<file path="src/rtl/mips_debug_pkg.sv">
// Shared constants for the MIPS debug sequencer: FSM encodings, UART
// command bytes and the HALT instruction word.
package mips_debug_pkg;

    typedef enum logic [3:0] {
        ST_IDLE   = 4'b0000,
        ST_LOAD   = 4'b0001,
        ST_RUN    = 4'b0010,
        ST_STEP   = 4'b0011,
        ST_SEND   = 4'b0100,
        ST_LEN_H  = 4'b0101,
        ST_LEN_L  = 4'b0110,
        ST_HALTED = 4'b0111
    } state_t;

    typedef enum logic [1:0] {
        SER_IDLE = 2'd0,
        SER_WAIT = 2'd1,
        SER_GAP  = 2'd2
    } ser_state_t;

    localparam logic [7:0] CMD_LOAD  = 8'h4C;
    localparam logic [7:0] CMD_RUN   = 8'h52;
    localparam logic [7:0] CMD_STEP  = 8'h53;
    localparam logic [7:0] CMD_PC    = 8'h50;
    localparam logic [7:0] CMD_RESET = 8'h45;
    localparam logic [7:0] CMD_BREAK = 8'h42;
    localparam logic [7:0] CMD_COUNT = 8'h43;

    localparam logic [31:0] HALT_INSTR = 32'hFFFFFFFF;

endpackage

</file>
<file path="src/rtl/mips_debug_sequencer_serializer.sv">
// debug_tx_serializer: shifts out up to 8 bytes MSB first over the UART
// start/busy handshake and pulses done after the last byte is started.
module debug_tx_serializer
    import mips_debug_pkg::*;
(
    input  logic        clk,
    input  logic        rst,
    input  logic        load,
    input  logic [63:0] data,
    input  logic [3:0]  len,
    input  logic        tx_busy,
    output logic        tx_start,
    output logic [7:0]  tx_data,
    output logic        done
);

    ser_state_t  st, st_d;
    logic [63:0] sh, sh_d;
    logic [3:0]  rem, rem_d;
    logic        start_d, done_d;
    logic [7:0]  txd_d;

    // State and output registers
    always_ff @(posedge clk or negedge rst) begin
        if (!rst) begin
            st       <= SER_IDLE;
            sh       <= '0;
            rem      <= '0;
            tx_start <= 1'b0;
            tx_data  <= '0;
            done     <= 1'b0;
        end else begin
            st       <= st_d;
            sh       <= sh_d;
            rem      <= rem_d;
            tx_start <= start_d;
            tx_data  <= txd_d;
            done     <= done_d;
        end
    end

    // Handshake: wait for idle UART, pulse start, then give busy one cycle to rise
    always_comb begin
        st_d    = st;
        sh_d    = sh;
        rem_d   = rem;
        start_d = 1'b0;
        txd_d   = tx_data;
        done_d  = 1'b0;
        case (st)
            SER_IDLE: begin
                if (load) begin
                    sh_d  = data;
                    rem_d = len;
                    st_d  = (len == 4'd0) ? SER_GAP : SER_WAIT;
                end
            end
            SER_WAIT: begin
                if (!tx_busy) begin
                    start_d = 1'b1;
                    txd_d   = sh[63:56];
                    sh_d    = {sh[55:0], 8'h00};
                    rem_d   = rem - 1'b1;
                    st_d    = SER_GAP;
                end
            end
            SER_GAP: begin
                if (rem == 4'd0) begin
                    done_d = 1'b1;
                    st_d   = SER_IDLE;
                end else begin
                    st_d = SER_WAIT;
                end
            end
            default: st_d = SER_IDLE;
        endcase
    end

endmodule

</file>
<file path="src/rtl/mips_debug_sequencer.sv">
// mips_debug_sequencer: UART-driven program loader and run/step controller
// for the MIPS pipeline. Define MIPS_DEBUG_CYCLE_COUNT_EN to add a 32-bit
// run-cycle counter readable with 'C' and appended to the HALTED report.
module mips_debug_sequencer
    import mips_debug_pkg::*;
#(
    parameter int IMEM_ADDR_W = 10,
    parameter int PC_W        = 32
) (
    input  logic                   clk,
    input  logic                   rst,
    input  logic                   i_rx_valid,
    input  logic [7:0]             i_rx_data,
    input  logic                   i_tx_busy,
    output logic                   o_tx_start,
    output logic [7:0]             o_tx_data,
    output logic                   o_imem_we,
    output logic [IMEM_ADDR_W-1:0] o_imem_addr,
    output logic [7:0]             o_imem_wdata,
    output logic                   o_mips_en,
    output logic                   o_mips_rst,
    input  logic                   i_halt,
    input  logic [PC_W-1:0]        i_pc,
    output logic [3:0]             o_state
);

    state_t                 state, state_d;
    logic                   en_d, mrst_d, we_d;
    logic [IMEM_ADDR_W-1:0] addr_d, ptr, ptr_d;
    logic [7:0]             wdata_d, lenh, lenh_d;
    logic [17:0]            cnt, cnt_d;
    logic [31:0]            pc32;
    logic                   ser_load, ser_done;
    logic [3:0]             ser_len;
    logic [63:0]            ser_data;

    assign pc32    = 32'(i_pc);
    assign o_state = state;

`ifdef MIPS_DEBUG_CYCLE_COUNT_EN
    logic [31:0] cyc, cyc_now;
    logic        cyc_clr;

    // Value including the cycle in flight, so a halt report counts its own cycle
    assign cyc_now = cyc + {31'd0, o_mips_en};

    // Run-cycle counter
    always_ff @(posedge clk or negedge rst) begin
        if (!rst)          cyc <= '0;
        else if (cyc_clr)  cyc <= '0;
        else if (o_mips_en) cyc <= cyc + 32'd1;
    end
`endif

    // FSM state and registered pipeline/imem controls
    always_ff @(posedge clk or negedge rst) begin
        if (!rst) begin
            state        <= ST_IDLE;
            o_mips_en    <= 1'b0;
            o_mips_rst   <= 1'b1;
            o_imem_we    <= 1'b0;
            o_imem_addr  <= '0;
            o_imem_wdata <= '0;
            ptr          <= '0;
            cnt          <= '0;
            lenh         <= '0;
        end else begin
            state        <= state_d;
            o_mips_en    <= en_d;
            o_mips_rst   <= mrst_d;
            o_imem_we    <= we_d;
            o_imem_addr  <= addr_d;
            o_imem_wdata <= wdata_d;
            ptr          <= ptr_d;
            cnt          <= cnt_d;
            lenh         <= lenh_d;
        end
    end

    // Next state, next control values, and serializer load requests
    always_comb begin
        state_d  = state;
        en_d     = 1'b0;
        mrst_d   = 1'b0;
        we_d     = 1'b0;
        addr_d   = o_imem_addr;
        wdata_d  = o_imem_wdata;
        ptr_d    = ptr;
        cnt_d    = cnt;
        lenh_d   = lenh;
        ser_load = 1'b0;
        ser_len  = 4'd4;
        ser_data = {pc32, 32'h0};
`ifdef MIPS_DEBUG_CYCLE_COUNT_EN
        cyc_clr  = 1'b0;
`endif
        case (state)
            ST_IDLE: begin
                if (i_rx_valid) begin
                    case (i_rx_data)
                        CMD_LOAD: state_d = ST_LEN_H;
                        CMD_RUN: begin
                            state_d = ST_RUN;
                            en_d    = 1'b1;
                        end
                        CMD_STEP: begin
                            state_d = ST_STEP;
                            en_d    = 1'b1;
                        end
                        CMD_PC: begin
                            state_d  = ST_SEND;
                            ser_load = 1'b1;
                        end
                        CMD_RESET: begin
                            mrst_d = 1'b1;
`ifdef MIPS_DEBUG_CYCLE_COUNT_EN
                            cyc_clr = 1'b1;
`endif
                        end
`ifdef MIPS_DEBUG_CYCLE_COUNT_EN
                        CMD_COUNT: begin
                            state_d  = ST_SEND;
                            ser_load = 1'b1;
                            ser_data = {cyc, 32'h0};
                        end
`endif
                        default: ;
                    endcase
                end
            end
            ST_LEN_H: begin
                if (i_rx_valid) begin
                    lenh_d  = i_rx_data;
                    state_d = ST_LEN_L;
                end
            end
            ST_LEN_L: begin
                if (i_rx_valid) begin
                    if ({lenh, i_rx_data} == 16'd0) begin
                        state_d = ST_IDLE;
                    end else begin
                        state_d = ST_LOAD;
                        cnt_d   = {lenh, i_rx_data, 2'b00};
                        ptr_d   = '0;
                        mrst_d  = 1'b1;
`ifdef MIPS_DEBUG_CYCLE_COUNT_EN
                        cyc_clr = 1'b1;
`endif
                    end
                end
            end
            ST_LOAD: begin
                // Pipeline held in reset through the final write cycle too
                mrst_d = 1'b1;
                if (i_rx_valid) begin
                    we_d    = 1'b1;
                    addr_d  = ptr;
                    wdata_d = i_rx_data;
                    ptr_d   = ptr + 1'b1;
                    cnt_d   = cnt - 1'b1;
                    if (cnt == 18'd1) state_d = ST_IDLE;
                end
            end
            ST_RUN: begin
                // Halt takes priority over a coincident break
                if (i_halt) begin
                    state_d  = ST_HALTED;
                    ser_load = 1'b1;
`ifdef MIPS_DEBUG_CYCLE_COUNT_EN
                    ser_len  = 4'd8;
                    ser_data = {pc32, cyc_now};
`endif
                end else if (i_rx_valid && i_rx_data == CMD_BREAK) begin
                    state_d = ST_IDLE;
                end else begin
                    en_d = 1'b1;
                end
            end
            ST_STEP: begin
                state_d  = ST_SEND;
                ser_load = 1'b1;
            end
            ST_SEND, ST_HALTED: begin
                if (ser_done) state_d = ST_IDLE;
            end
            default: state_d = ST_IDLE;
        endcase
    end

    debug_tx_serializer u_ser (
        .clk      (clk),
        .rst      (rst),
        .load     (ser_load),
        .data     (ser_data),
        .len      (ser_len),
        .tx_busy  (i_tx_busy),
        .tx_start (o_tx_start),
        .tx_data  (o_tx_data),
        .done     (ser_done)
    );

endmodule
</file>
<file path="config.mk">
export PLATFORM = sky130hd
export DESIGN_NAME = mips_debug_sequencer
export DESIGN_NICKNAME = d
export VERILOG_FILES = /design/src/rtl/mips_debug_pkg.sv /design/src/rtl/mips_debug_sequencer_serializer.sv /design/src/rtl/mips_debug_sequencer.sv
export SDC_FILE = /design/constraint.sdc
export NUM_CORES = 1
export LEC_CHECK = 0
export ABC_AREA = 1
export CORE_UTILIZATION = 40
export DETAILED_ROUTE_END_ITERATION = 12
export GPL_ROUTABILITY_DRIVEN = 0
export GPL_TIMING_DRIVEN = 0
export SKIP_CTS_REPAIR_TIMING = 1
export SLEW_MARGIN = 30
export SYNTH_ARGS = -nofsm -noshare
export SYNTH_HDL_FRONTEND = slang
export SYNTH_HIERARCHICAL = 1
export SYNTH_SLANG_ARGS = --single-unit
</file>
<file path="constraint.sdc">
create_clock -name clk -period 2.4 [get_ports clk]
set_input_delay 0.48 -clock clk [delete_from_list [all_inputs] [get_ports clk]]
set_output_delay 0.48 -clock clk [all_outputs]
set_load 0.05 [all_outputs]
</file>
# Yosys cells after proc, flatten, opt, wreduce, memory -nomap -nowiden
# Cells that the tools add are included.
[totals]
register_bits = 141
inputBits = 45
output_inout_bits = 34
word_cells = 111
[classes]
addsub = 3
n_eq_ne = 27
n_mux = 49
bitwise = 1
n_reduce_logical = 16
[op_table]
columns = ["operator", "n"]
rows = [
  ["64-bit 2-to-1 mux", 2],
  ["64-bit one-hot mux with 2 select lines", 1],
  ["18-bit 2-to-1 mux", 3],
  ["8-bit by 7-bit == test with 1-bit output (second input constant)", 6],
  ["4-bit 2-to-1 mux", 10],
  ["18-bit one-hot mux with 2 select lines", 1],
  ["10-bit 2-to-1 mux", 3],
  ["4-bit one-hot mux with 7 select lines", 1],
  ["10-bit one-hot mux with 2 select lines", 1],
  ["1-bit 2-to-1 mux", 19],
  ["18-bit by 1-bit == test with 1-bit output (second input constant)", 1],
  ["18-bit by 1-bit subtractor with 18-bit output (second input constant)", 1],
  ["4-bit by 3-bit == test with 1-bit output (second input constant)", 4],
  ["16-bit zero test", 1],
  ["2-bit != test (second input constant)", 8],
  ["4-bit one-hot mux with 4 select lines", 1],
  ["10-bit by 1-bit adder with 10-bit output (second input constant)", 1],
  ["4-bit by 2-bit == test with 1-bit output (second input constant)", 2],
  ["4-bit zero test", 2],
  ["4-bit one-hot mux with 2 select lines", 1],
  ["2-bit AND reduction", 4],
  ["8-bit AND reduction", 1],
  ["1-bit one-hot mux with 3 select lines", 2],
  ["2-bit one-hot mux with 3 select lines", 1],
  ["16 further kinds", 19],
]

# Logic depth before layout (Yosys ltp)
[logic_depth]
ltp_word = 6
mapped_depth = 14
mapped_depth_nobuf = 11

# Cells and area by module
# Netlist, hierarchy kept.
[by_module_without_submodules]
columns = ["module", "n_inst", "cells_each", "area_each_um2", "seq_area_each_um2"]
rows = [
  ["debug_tx_serializer", 1, 487, 3912.5, 2001.9],
  ["mips_debug_sequencer", 1, 471, 3420.8, 1502.7],
]

# Worst setup path after synthesis
# Ideal clock, no wire load.
[synth_path]
path_kind = "reg-to-reg"
from = "register state[2] (netlist: o_state[2])"
to = "register u_ser.sh[12]"
setup_time_ns = 0.130
t_arrival_ns = 2.209
required_time_ns = 2.270
path_slack_ns = 0.061
path_stages_with_launch = 13
path_buffers = 2
synth_period_minus_slack_ns = 2.339
cell_sequence = "dfrtp_1 -> inv_2 -> nand3_1 -> inv_1 -> nand2_1 -> o41ai_1 -> clkbuf_2 -> inv_1 -> nand2_2 -> nand2_2 -> inv_4 -> clkbuf_1 -> o21ai_1"
[synth_between]
elab_chain_len = 4
word_cells_on_any_way = 6
classes_between = "eq/ne (3); mux (1); reduce/logical (2)"
[synth_rtl]
columns = ["item", "line", "rtl"]
rows = [
  ["start: declaration", "mips_debug_sequencer.sv:27", "state_t state, state_d;"],
  ["start signal: assignment", "mips_debug_sequencer.sv:68", "state <= state_d;"],
  ["4-bit by 2-bit == test with 1-bit output or 4-bit zero test (tied branches)", "mips_debug_sequencer.sv:97", "case (state)"],
  ["1-bit one-hot mux with 3 select lines (*)", "mips_debug_sequencer.sv:97", ""],
  ["via ser_load", "mips_debug_sequencer.sv:33", "logic ser_load, ser_done;"],
  ["2-bit != test (no line) (*)", "--", ""],
  ["3-bit AND reduction (no line) (*)", "--", ""],
  ["end signal: assignment", "mips_debug_sequencer_serializer.sv:27", "sh <= '0;"],
  ["end signal: assignment", "mips_debug_sequencer_serializer.sv:34", "sh <= sh_d;"],
  ["end: declaration", "mips_debug_sequencer_serializer.sv:18", "logic [63:0] sh, sh_d;"],
]
# The timed path passes the listed nets; every way through them passes the cells marked *.
# A chain may end at the register's enable or synchronous reset.

# Worst setup path after layout
[layout_path]
from = "register state[2] (netlist: o_state[2])"
to = "output o_state[2]"
[layout_rtl]
columns = ["item", "line", "rtl"]
rows = [
  ["end: declaration", "mips_debug_sequencer.sv:24", "output logic [3:0] o_state"],
]
# No word-level cell between the ends.

==> results.toml <==
[status]
outcome = "complete, but fails checks"
failed_checks = "hold timing"

[clock_tree]
path_clk_slew_ps = 60
htree_levels = 4
clock-sinks = 140
clockBufferDepth = 2
tritoncts = "yes"
clkLatencyLatePin_ps = 420
cts-root-buf = "clkbuf_16"
numCtsBuffers = 17

[sta]
slew_violations = 0
max-slew-margin-rel_pct = 59.2
report.final.setup_viol = 0
fin_crit_sh_pct = 95.0
finalWorstSetupSlack_ps = 120
hold_viol = 1
max_freq_mhz = 439
rsz0062_at_grt = "no"
finClkSkew_ps = 5.30
period_minus_slack_ps = 2280
tightest_slew_ps = 612
hold_ws_ps = -2.35

[synth]
synth_area_um2 = 7330
ys.flop_type = "dfrtp_1"
syn_inst = 958
ys_seq_area_share_pct = 47.8
synthArstFlopShare_pct = 100
synth-edff-count = 0
ys_types = 37
avgSynthCellArea_um2 = 7.65
ys_seq_elements = 140
yosys_warnings = 6

[power]
combinationalPowerShare_pct = 50.5
power_density_nw_per_um2 = 1420
switching_power_uw = 5910
irDropWorstVdd_uv = 620
power.leakage_uw = 0.00438
p_sw_share_pct = 45.2
p_int_uw = 7170
p_seq_share_pct = 30.2
pwr-share-clk_pct = 19.3

[global_route]
busiest_layer = "met2"
grt_use_met3_pct = 4.05
grt_usage_pct = 20.9
gr-usage-met2_pct = 34.8
grt_max_degree = 84
grt_pass1_wl_mm = 30.4
first_global_vias = 6210
grt_antenna_before_repair = 0
grt.overflow.total = 0
grt_use_met1_pct = 26.9

[critical_path]
startpoint = "o_state[2]"
reg2reg_to = "u_ser/sh[15]"
worstSetupEndpoint = "o_state[2]"
end_kind = "output pin"
start_kind = "flip-flop"
r2r_setup_slack_ps = 170
path_cells = "buf_4 > clkdlybuf4s50_1"
r2r_start = "o_state[1]"
critical_path_class = "flip-flop to output pin"
cpPeakStageDelay_ps = 790
reg2reg_depth = 14
crit_path_max_fanout = 6
slowest_stage = "clkdlybuf4s50_1"
worstPathRequired_ps = 1920
cp.arrival_ps = 1800

[placed_design]
post-place-ws_ps = -679
port-buffer-count = 77
dp.cells = 1304
detailed_place_hpwl_mm = 13.0

[routing]
dr.pass1.iters = 5
drt.antenna.violating_nets = 0
num_vias = 6328
drc_errors = 0
routed_wl_mm = 18.2
drt-initial-drc-count = 345
routed_via_density = 4.72
wl_per_cell_um = 13.6

[cells_and_area]
finalNonFillerCells = 1342
n_antenna_cell = 0
drive_gt1_share_pct = 11.9
syn_to_final_growth_pct = 25.5
final_nets = 1149

[floorplan]
die_w_um = 137
die_h_um = 137
rows = 49
die_area_um2 = 18900
io_pins = 79
start_util_pct = 40.8
fp.coreArea_um2 = 18000

[worst_hold_path]
hold_path.class = "input pin to asynchronous set/reset pin"

[job]
max_cap_violations = 0
[cells by family after synthesis]
group	share of synthesized area, %
AOI/OAI and AO/OA	15.6
other	0.102
and+or+nand+nor	24.2
DFF	47.8
adders and majority gates	0.683
xor gates and xnor gates	0.478
buffers and inverters	11.1
[worst max-delay path, delay by kind of cell, from the launching register on]
kind                   cells  cell delay (ps)
buffers and inverters      2              930
DFF                        1              450
[through the flow]
step / util, % / power (uW) / setup TNS (ps) / instance area [um^2]
2_1_floorplan: - / 8670 / 0 / 7480
3_3_place_gp: 47.5 / 10400 / -747380 / 8540
3_5_place_dp: 47.7 / 10500 / -36760 / 8570
4_1_cts: 50.8 / 13100 / -13680 / 9130
5_1_grt: 51.2 / 14200 / 0 / 9210
6_report: 51.2 / 13100 / 0 / 9210
[worst min path at each step]
stage                               start               to  slack, ps  cells after the start
after floorplan                       rst           cnt[0]        180                      0
after CTS                             rst           ptr[6]          5                      1
after global placement    o_imem_wdata[5]  o_imem_wdata[5]        460                      2
after detailed placement              rst   o_imem_addr[5]        450                      1
after global routing                  rst   o_imem_addr[5]         30                      1
final                                 rst           ptr[4]         -2                      1
[power groups by stage]
| stage | registers [uW] | clock network [uW] | logic (uW) |
|---|---|---|---|
| 2_1_floorplan | 4650 | 0 | 4030 |
| 3_3_place_gp | 3970 | 0 | 6430 |
| 3_5_place_dp | 3980 | 0 | 6500 |
| 4_1_cts | 3950 | 2590 | 6530 |
| 5_1_grt | 4060 | 2690 | 7430 |
| 6_report | 3950 | 2530 | 6600 |
[area by class of cell]
class,count,area (um^2)
Clock inverter,12,113
Multi-Input combinational cell,685,3180
Fill cell,1767,8760
Inverter,128,490
Clock buffer,20,447
Timing Repair Buffer,83,841
Sequential cell,140,3510
Buffer,44,339
Timing Repair inverter,1,5.00
Tap cell,229,287
[registers in the layout, indices dropped and copies added, names as in the netlist, 2 cells and up]
name / cells
o_imem_wdata: 8
cnt: 18
u_ser/sh: 64
u_ser/tx_data: 8
u_ser/rem: 4
lenh: 8
o_imem_addr: 10
ptr: 10
u_ser/st: 2
o_state: 3
[metal layers]
metal,routed length (um),vias to the layer above
li1,-,3268
met3,641,16
met4,329,0
met5,0,-
met1,8550,2932
met2,8670,112
[synth_stat cells (2+ instances only)]
library cell  instances  area (um^2)
nand2_1             267         1000
dfrtp_1             139         3480
o21ai_0             123          616
inv_1               120          450
nor2_1               74          278
o21ai_1              54          270
nand3_1              50          250
nand2_2              18          113
buf_2                16         80.1
o21ai_2              16          140
buf_4                10         75.1
buf_6                10          113
nor3_1                7         35.0
a21oi_1               6         30.0
inv_2                 6         22.5
clkbuf_1              5         18.8
ha_1                  4         50.1
nand4_1               4         25.0
xor2_1                4         35.0
o22ai_1               3         18.8
buf_12                2         40.0
conb_1                2         7.51
inv_4                 2         12.5
nand3b_1              2         15.0
o211ai_1              2         15.0
[cells in the final DEF (no fill, tap or decap), drive strengths merged]
cell type | synthesis | layout
clkdlybuf4s50 | 0 | 76
nor3 | 7 | 7
nor2 | 77 | 77
nand2 | 286 | 286
o21ai | 193 | 193
clkinvlp | 0 | 5
ha | 4 | 4
a21oi | 7 | 7
inv | 128 | 130
buf | 38 | 46
clkinv | 0 | 5
nand3 | 51 | 51
o22ai | 4 | 4
o211ai | 2 | 2
o41ai | 1 | 1
nand3b | 2 | 2
o21a | 1 | 1
dfrtp | 139 | 139
conb | 2 | 41
clkbuf | 6 | 25
nand4 | 4 | 4
xor2 | 4 | 4
o21bai | 1 | 1
dfstp | 1 | 1
bufinv | 0 | 1
Power figures use the tool's default switching activity.
